[src/rtl/ecc_op_monitor.sv]
// Passive APB control-path monitor: checks completion latency, flags protocol violations, keeps sticky flags and saturating counters.
// All outputs are registered and update one edge after the observed event. The block never drives the bus, so there is no backpressure.
module ecc_op_monitor #(
  parameter int AMBA_ADDR_WIDTH = 20,
  parameter int DATA_WIDTH      = 32,
  parameter int MIN_LAT         = 1,
  parameter int MAX_LAT         = 3,
  parameter int CNT_WIDTH       = 8,
  localparam int LAT_W          = $clog2(MAX_LAT + 1)
) (
  input  logic                       clk,
  input  logic                       rst,
  input  logic                       PSEL,
  input  logic                       PENABLE,
  input  logic                       PWRITE,
  input  logic [AMBA_ADDR_WIDTH-1:0] PADDR,
  input  logic                       operation_done,
  input  logic [1:0]                 num_of_errors,
  input  logic                       clear,
  output logic [4:0]                 err_pulse,
  output logic [4:0]                 err_sticky,
  output logic [5*CNT_WIDTH-1:0]     err_cnt,
  output logic [CNT_WIDTH-1:0]       op_cnt,
  output logic [LAT_W-1:0]           lat_last,
  output logic                       busy
);

  if (MIN_LAT < 1 || MAX_LAT < MIN_LAT || DATA_WIDTH < 1) begin : g_bad_params
    $error("ecc_op_monitor: illegal parameter set");
  end

  typedef enum logic {IDLE, PEND} state_t;

  localparam logic [CNT_WIDTH-1:0] CNT_MAX = {CNT_WIDTH{1'b1}};

  state_t                           state_q, state_d;
  logic [LAT_W-1:0]                 lat_q, lat_d, lat_inc;
  logic [4:0]                       pulse_q, pulse_d;
  logic [4:0]                       sticky_q, sticky_d;
  logic [4:0][CNT_WIDTH-1:0]        cnt_q, cnt_d;
  logic [CNT_WIDTH-1:0]             op_cnt_q, op_cnt_d;
  logic [LAT_W-1:0]                 lat_last_q, lat_last_d;
  logic                             valid_done;
  logic                             cw;

  assign cw = PSEL & PENABLE & PWRITE & (PADDR == '0);

  // Bit map: 0 TIMEOUT, 1 EARLY, 2 SPURIOUS, 3 OVERLAP, 4 BADNUM.
  always_comb begin
    state_d    = state_q;
    lat_d      = lat_q;
    lat_inc    = lat_q + LAT_W'(1);
    pulse_d    = '0;
    valid_done = 1'b0;
    pulse_d[4] = operation_done & (num_of_errors == 2'b11);
    case (state_q)
      IDLE: begin
        pulse_d[2] = operation_done;
        if (cw) begin
          state_d = PEND;
          lat_d   = '0;
        end
      end
      PEND: begin
        if (operation_done) begin
          // Done is judged against the old op; a same-edge CW simply starts the next one.
          if (lat_inc < LAT_W'(MIN_LAT)) pulse_d[1] = 1'b1;
          else                           valid_done = 1'b1;
          state_d = cw ? PEND : IDLE;
          lat_d   = '0;
        end else if (cw) begin
          pulse_d[3] = 1'b1;
          lat_d      = '0;
        end else if (lat_inc == LAT_W'(MAX_LAT)) begin
          pulse_d[0] = 1'b1;
          state_d    = IDLE;
          lat_d      = '0;
        end else begin
          lat_d = lat_inc;
        end
      end
      default: begin
        state_d = IDLE;
        lat_d   = '0;
      end
    endcase
  end

  // Clear wipes history but keeps whatever happens on the clear edge itself.
  always_comb begin
    sticky_d   = clear ? pulse_d : (sticky_q | pulse_d);
    op_cnt_d   = clear ? '0 : op_cnt_q;
    lat_last_d = clear ? '0 : lat_last_q;
    if (valid_done) begin
      lat_last_d = lat_inc;
      if (op_cnt_d != CNT_MAX) op_cnt_d = op_cnt_d + CNT_WIDTH'(1);
    end
    for (int i = 0; i < 5; i++) begin
      cnt_d[i] = clear ? '0 : cnt_q[i];
      if (pulse_d[i] && cnt_d[i] != CNT_MAX) cnt_d[i] = cnt_d[i] + CNT_WIDTH'(1);
    end
  end

  always_ff @(posedge clk or negedge rst) begin
    if (!rst) begin
      state_q    <= IDLE;
      lat_q      <= '0;
      pulse_q    <= '0;
      sticky_q   <= '0;
      cnt_q      <= '0;
      op_cnt_q   <= '0;
      lat_last_q <= '0;
    end else begin
      state_q    <= state_d;
      lat_q      <= lat_d;
      pulse_q    <= pulse_d;
      sticky_q   <= sticky_d;
      cnt_q      <= cnt_d;
      op_cnt_q   <= op_cnt_d;
      lat_last_q <= lat_last_d;
    end
  end

  assign err_pulse  = pulse_q;
  assign err_sticky = sticky_q;
  assign err_cnt    = cnt_q;
  assign op_cnt     = op_cnt_q;
  assign lat_last   = lat_last_q;
  assign busy       = (state_q == PEND);

endmodule
[config.mk]
export PLATFORM = sky130hd
export DESIGN_NAME = ecc_op_monitor
export DESIGN_NICKNAME = d
export VERILOG_FILES = /design/src/rtl/ecc_op_monitor.sv
export SDC_FILE = /design/constraint.sdc
export NUM_CORES = 1
export LEC_CHECK = 0
export ABC_AREA = 1
export CORE_MARGIN = 2
export CORE_UTILIZATION = 40
export CTS_CLUSTER_DIAMETER = 200
export DETAILED_ROUTE_END_ITERATION = 8
export GPL_TIMING_DRIVEN = 0
export PLACE_DENSITY = 0.7
export REMOVE_ABC_BUFFERS = 1
export SYNTH_ARGS = -nofsm -noshare
export SYNTH_HDL_FRONTEND = slang
export SYNTH_SLANG_ARGS = --single-unit
export TNS_END_PERCENT = 10
[constraint.sdc]
create_clock -name clk -period 1.9 [get_ports clk]
set_input_delay 0.38 -clock clk [delete_from_list [all_inputs] [get_ports clk]]
set_output_delay 0.38 -clock clk [all_outputs]
set_load 0.02 [all_outputs]
## Word-level counts from Yosys, hierarchy flattened

Index checks and enable logic that the tools add are counted.

| storage, ports and cells | value |
|---|---|
| register bits | 63 |
| output and inout port bits | 61 |
| bits in latches | 0 |
| memory bits (read-only) | 0 |
| memories | 0 |
| input port bits | 29 |
| bits in writable memories | 0 |
| logic and storage cells | 79 |

| operators by class | value |
|---|---|
| equality and inequality tests | 9 |
| magnitude comparators | 1 |
| muxes and demuxes | 38 |
| add/sub/neg operators | 7 |
| div/mod/pow operators | 0 |
| shift-type cells | 0 |
| reduce and logical (&&, ||, !) cells | 7 |
| bitwise logic cells | 6 |
| $mul | 0 |

Operators by type and width:

| cell | count |
|---|---|
| two-way mux 8 bit | 13 |
| adder 8 x 1 -> 8 bit, second input constant | 6 |
| != test 8 bit, second input constant | 6 |
| zero test 20 bit | 1 |
| two-way mux 1 bit | 15 |
| two-way mux 2 bit | 7 |
| logical AND 1 bit | 5 |
| two-way mux 5 bit | 1 |
| bitwise OR 5 bit | 1 |
| bitwise AND 1 bit | 4 |
| equality test 2 bit, second input constant | 2 |
| case mux 2 bit (2 select lines) | 1 |
| adder 2 x 1 -> 2 bit, second input constant | 1 |
| < comparator 2 x 1 -> 1 bit, second input constant | 1 |
| != test 2 bit, second input constant | 1 |
| case mux 1 bit (2 select lines) | 1 |
| nonzero test 2 bit | 1 |
| inverter 1 bit | 1 |

## Longest topological paths before layout

| depth | value |
|---|---|
| depth after elaboration | 8 |
| depth in mapped cells | 13 |
| gate-level depth less buffers | 11 |

## Worst setup path before layout

Ideal clock, no wire load.

| timing | value |
|---|---|
| path type | input port to flip-flop |
| from | input port clear |
| to | register op_cnt_q[3], in the netlist op_cnt[3] |
| arrival | 1.821 ns |
| setup slack | -0.039 ns |
| required time | 1.782 ns |
| setup time | 0.118 ns |
| buffers on the path | 3 |
| cell stages on the path | 11 |
| cell sequence | buf_6 > buf_4 > buf_2 > nor2_1 > ha_1 > nand3_1 > nor3_2 > nand2_1 > nand2_1 > xor2_1 > inv_1 |

| between the ends | value |
|---|---|
| longest elaborated chain between the ends | 4 |
| elaborated cells on any way between the ends | 5 |
| those cells by class | add/sub: 1; eq/ne: 1; mux: 3 |

Ends and longest elaborated chain:

| element | RTL line | source |
|---|---|---|
| start: declaration | 19 | `input logic clear,` |
| two-way mux 8 bit * | 92 | `op_cnt_d = clear ? '0 : op_cnt_q;` |
| adder 8 x 1 -> 8 bit / != test 8 bit (equally long branches) | 96 | `if (op_cnt_d != CNT_MAX) op_cnt_d = op_cnt_d + CNT_WIDTH'(1);` |
| two-way mux 8 bit | 96 |  |
| two-way mux 8 bit * | 94 | `if (valid_done) begin` |
| named net op_cnt_d[3] | 41 | `logic [CNT_WIDTH-1:0] op_cnt_q, op_cnt_d;` |
| end signal: assignment | 119 | `op_cnt_q <= op_cnt_d;` |
| end: declaration | 41 |  |

The timed path passes the listed nets; every way through them passes the cells marked *.
A chain may end at the register's enable or synchronous reset.

## Worst setup path in the final report

| timing | value |
|---|---|
| from | register op_cnt_q[6], in the netlist op_cnt[6] |
| to | output port op_cnt[6] |

RTL lines:

| element | RTL line | source |
|---|---|---|
| end: declaration | 23 | `output logic [CNT_WIDTH-1:0] op_cnt,` |

No word-level cell between the ends.

==> results.toml <==
[routing]
routedWlPerCell_um = 12.5
ant_nets = 0
vias = 3349
drc = 0
firstDrtPassIters = 4
drt_iter0_drc = 89
drt-total-wl_mm = 8.58
viasPerCell = 4.87

[timing]
fin_skew_ns = 0.00755
worstMarginPinSlew_ns = 0.808
hold_viol = 0
slew_violations = 0
min_period_ns = 1.77
setup_viol = 0
final.setup.tns_ns = 0
max_clock_freq_ghz = 0.565
slew_headroom_pct = 46.1
finalCritPeriodShare_pct = 93.2
holdWs_ns = 0.139

[power_and_ir_drop]
ir_drop_uv = 290
p_leak_nw = 2.24
powerDensity_nw_per_um2 = 562
p_total_w = 0.00277

[setup_path]
setup.worst_path.start_class = "register"
worstPathCellList = "clkdlybuf4s50_1"
reg2reg_to = "err_cnt[37]"
crit_arrival_ns = 1.39
rr_worst_depth = 10
crit_type = "register to primary output"
crit_buf_inv = 1
rr_startpoint = "err_cnt[33]"
max_stage_delay_ns = 0.64
startpoint = "op_cnt[6]"
required_ns = 1.52
cpMaxStageDelayCell = "clkdlybuf4s50_1"
cp-end-kind = "primary output"
crit_fanout = 5
r2r_setup_slack_ns = 0.21
path_delay_family = "buffers and inverters"

[clocking]
h-tree-depth = 3
cts_tree = "done"
clkTransAtPathRegs_ns = 0.07
cts_root_buf = "clkbuf_8"
clock-sinks = 63
cts_buffer_depth = 2
cts_hold_buf = 0
clock_latency_ns = 0.33
numCtsBuffers = 9

[synth]
ys_seq_area_share_pct = 42.8
synth_cells = 469
yosysTopAreaCell = "dfrtp_1"
syn_area_um2 = 3680
synth.area.top_cells = "dfrtp_1 43%, nand2_1 12%, nand3_1 6.2%, nor2_1 6.0%, inv_1 5.7%"
synth_edf_count = 0
synth.yosys.warnings = 0
ys_types = 31
yosys.area.top_type_share_pct = 42.8
syn_area_per_cell_um2 = 7.86
async_reset_ff_share_pct = 100
yosys_register_bits = 63
synth-main-ff-cell = "dfrtp_1"

[global_route]
grt_overflow = 0
grtUsageTotal_pct = 17.9
grt_pass1_vias = 3307
grt_pass1_wl_mm = 14.5
grt_max_degree = 64
grt_antenna_before_repair = 0

[final_layout]
final_common_cell = "nand2_1"
drive_above_1_share_pct = 13.2
nets = 611
layout_common_cells = "112 x nand2_1, 86 x clkdlybuf4s50_1, 63 x dfrtp_1"
fin_area_um2 = 4920
num_antenna_cells = 0
area_growth_syn_to_layout_pct = 33.6
instances_no_fill = 688

[min_path]
hp-class = "primary input to async pin"

[floorplan]
core_area_um2 = 9110
io_pins = 90
die-area_um2 = 10000
initial_core_util_pct = 40.5
die_y_um = 100
die_w_um = 100
core.rowCount = 35

[status]
status = "complete, no violations"

[placed_design]
place.gp.congestion = 0.856
dpl.hpwl_mm = 6.11
dp_cells = 661
io_buffers = 89
dpl_cell_area_um2 = 4640

[job]
cap_violations = 0
==> flip-flops by register name, indices dropped and copies added, names as in the netlist <==
signal and cells:
err_cnt 40, err_pulse 5, err_sticky 5, lat_q 2, lat_last 2, op_cnt 8
busy 1
==> stage by stage <==
stage | worst slack, ns | utilization, %
final | 0.129 | 54.1
after CTS | 0.0266 | 53.7
after global routing | -0.00393 | 54.1
after floorplan | 0.182 | -
after global placement | -1.83 | 51.0
after detailed placement | -1.88 | 51.0
==> repair_timing <==
item	4_1_cts	5_1_grt
setup buffers	7	3
cloned	1	0
gates resized for setup	8	3
setup endpoints to repair	56	11
endpoints found under the hold margin	0	0
pin swaps	0	1
==> routing by layer <==
layer	GRT usage, %	part of all wire [%]	vias up
li1	-	-	1685
met3	3.20	5.2	10
met5	0	0	-
met2	31.2	49	81
met4	7.48	1.7	0
met1	21.8	45	1573
==> how the worst max path moves through the flow <==
stage / cells past startpoint / slack, ns / to
after floorplan: 10 / 0.18 / err_cnt[34]
after global placement: 11 / -1.83 / err_cnt[34]
after detailed placement: 11 / -1.88 / err_cnt[37]
after CTS: 9 / 0.03 / err_cnt[28]
after global routing: 10 / -0.004 / err_cnt[37]
final: 1 / 0.13 / op_cnt[6]
==> power by group <==
group | internal [W] | leakage (nW) | switching [W]
registers | 0.00136 | 0.868 | 0.0000118
clock network | 0.000637 | 0.100 | 0.000510
logic | 0.000109 | 1.28 | 0.000140
total | 0.00210 | 2.24 | 0.000662
==> logic make-up after synthesis <==
group           count (synthesis)  synth area share (%)
flops                          63                  42.8
xor+xnor                       28                  6.66
compound gates                 20                  2.99
fa+ha+maj                      10                  3.40
simple gates                  273                  35.4
buf+inv                        75                  8.79
==> cell usage after synthesis (3+ instances only) <==
cell type / count
dfrtp_1: 63
nand2_2: 10
inv_2: 9
ha_1: 10
nor2_2: 6
nand2_1: 113
xnor2_1: 11
nand3_1: 46
o21ai_0: 9
nor2_1: 59
nand2_4: 5
nand4_1: 12
nor3_1: 4
inv_1: 56
nand3_2: 6
buf_2: 3
xor2_1: 17
nor3_2: 5
buf_6: 4
o21ai_1: 7
==> final cells by class <==
type	count	area [um2]
fillers	900	4190
clock inverters	4	45.0
multi-input cells	331	1800
flip-flops and latches	63	1580
inverters	67	256
repair inverters	1	5.00
repair buffers	99	960
well taps	111	139
clock buffers	12	145
Note: power is estimated with default switching activity, not from simulation.
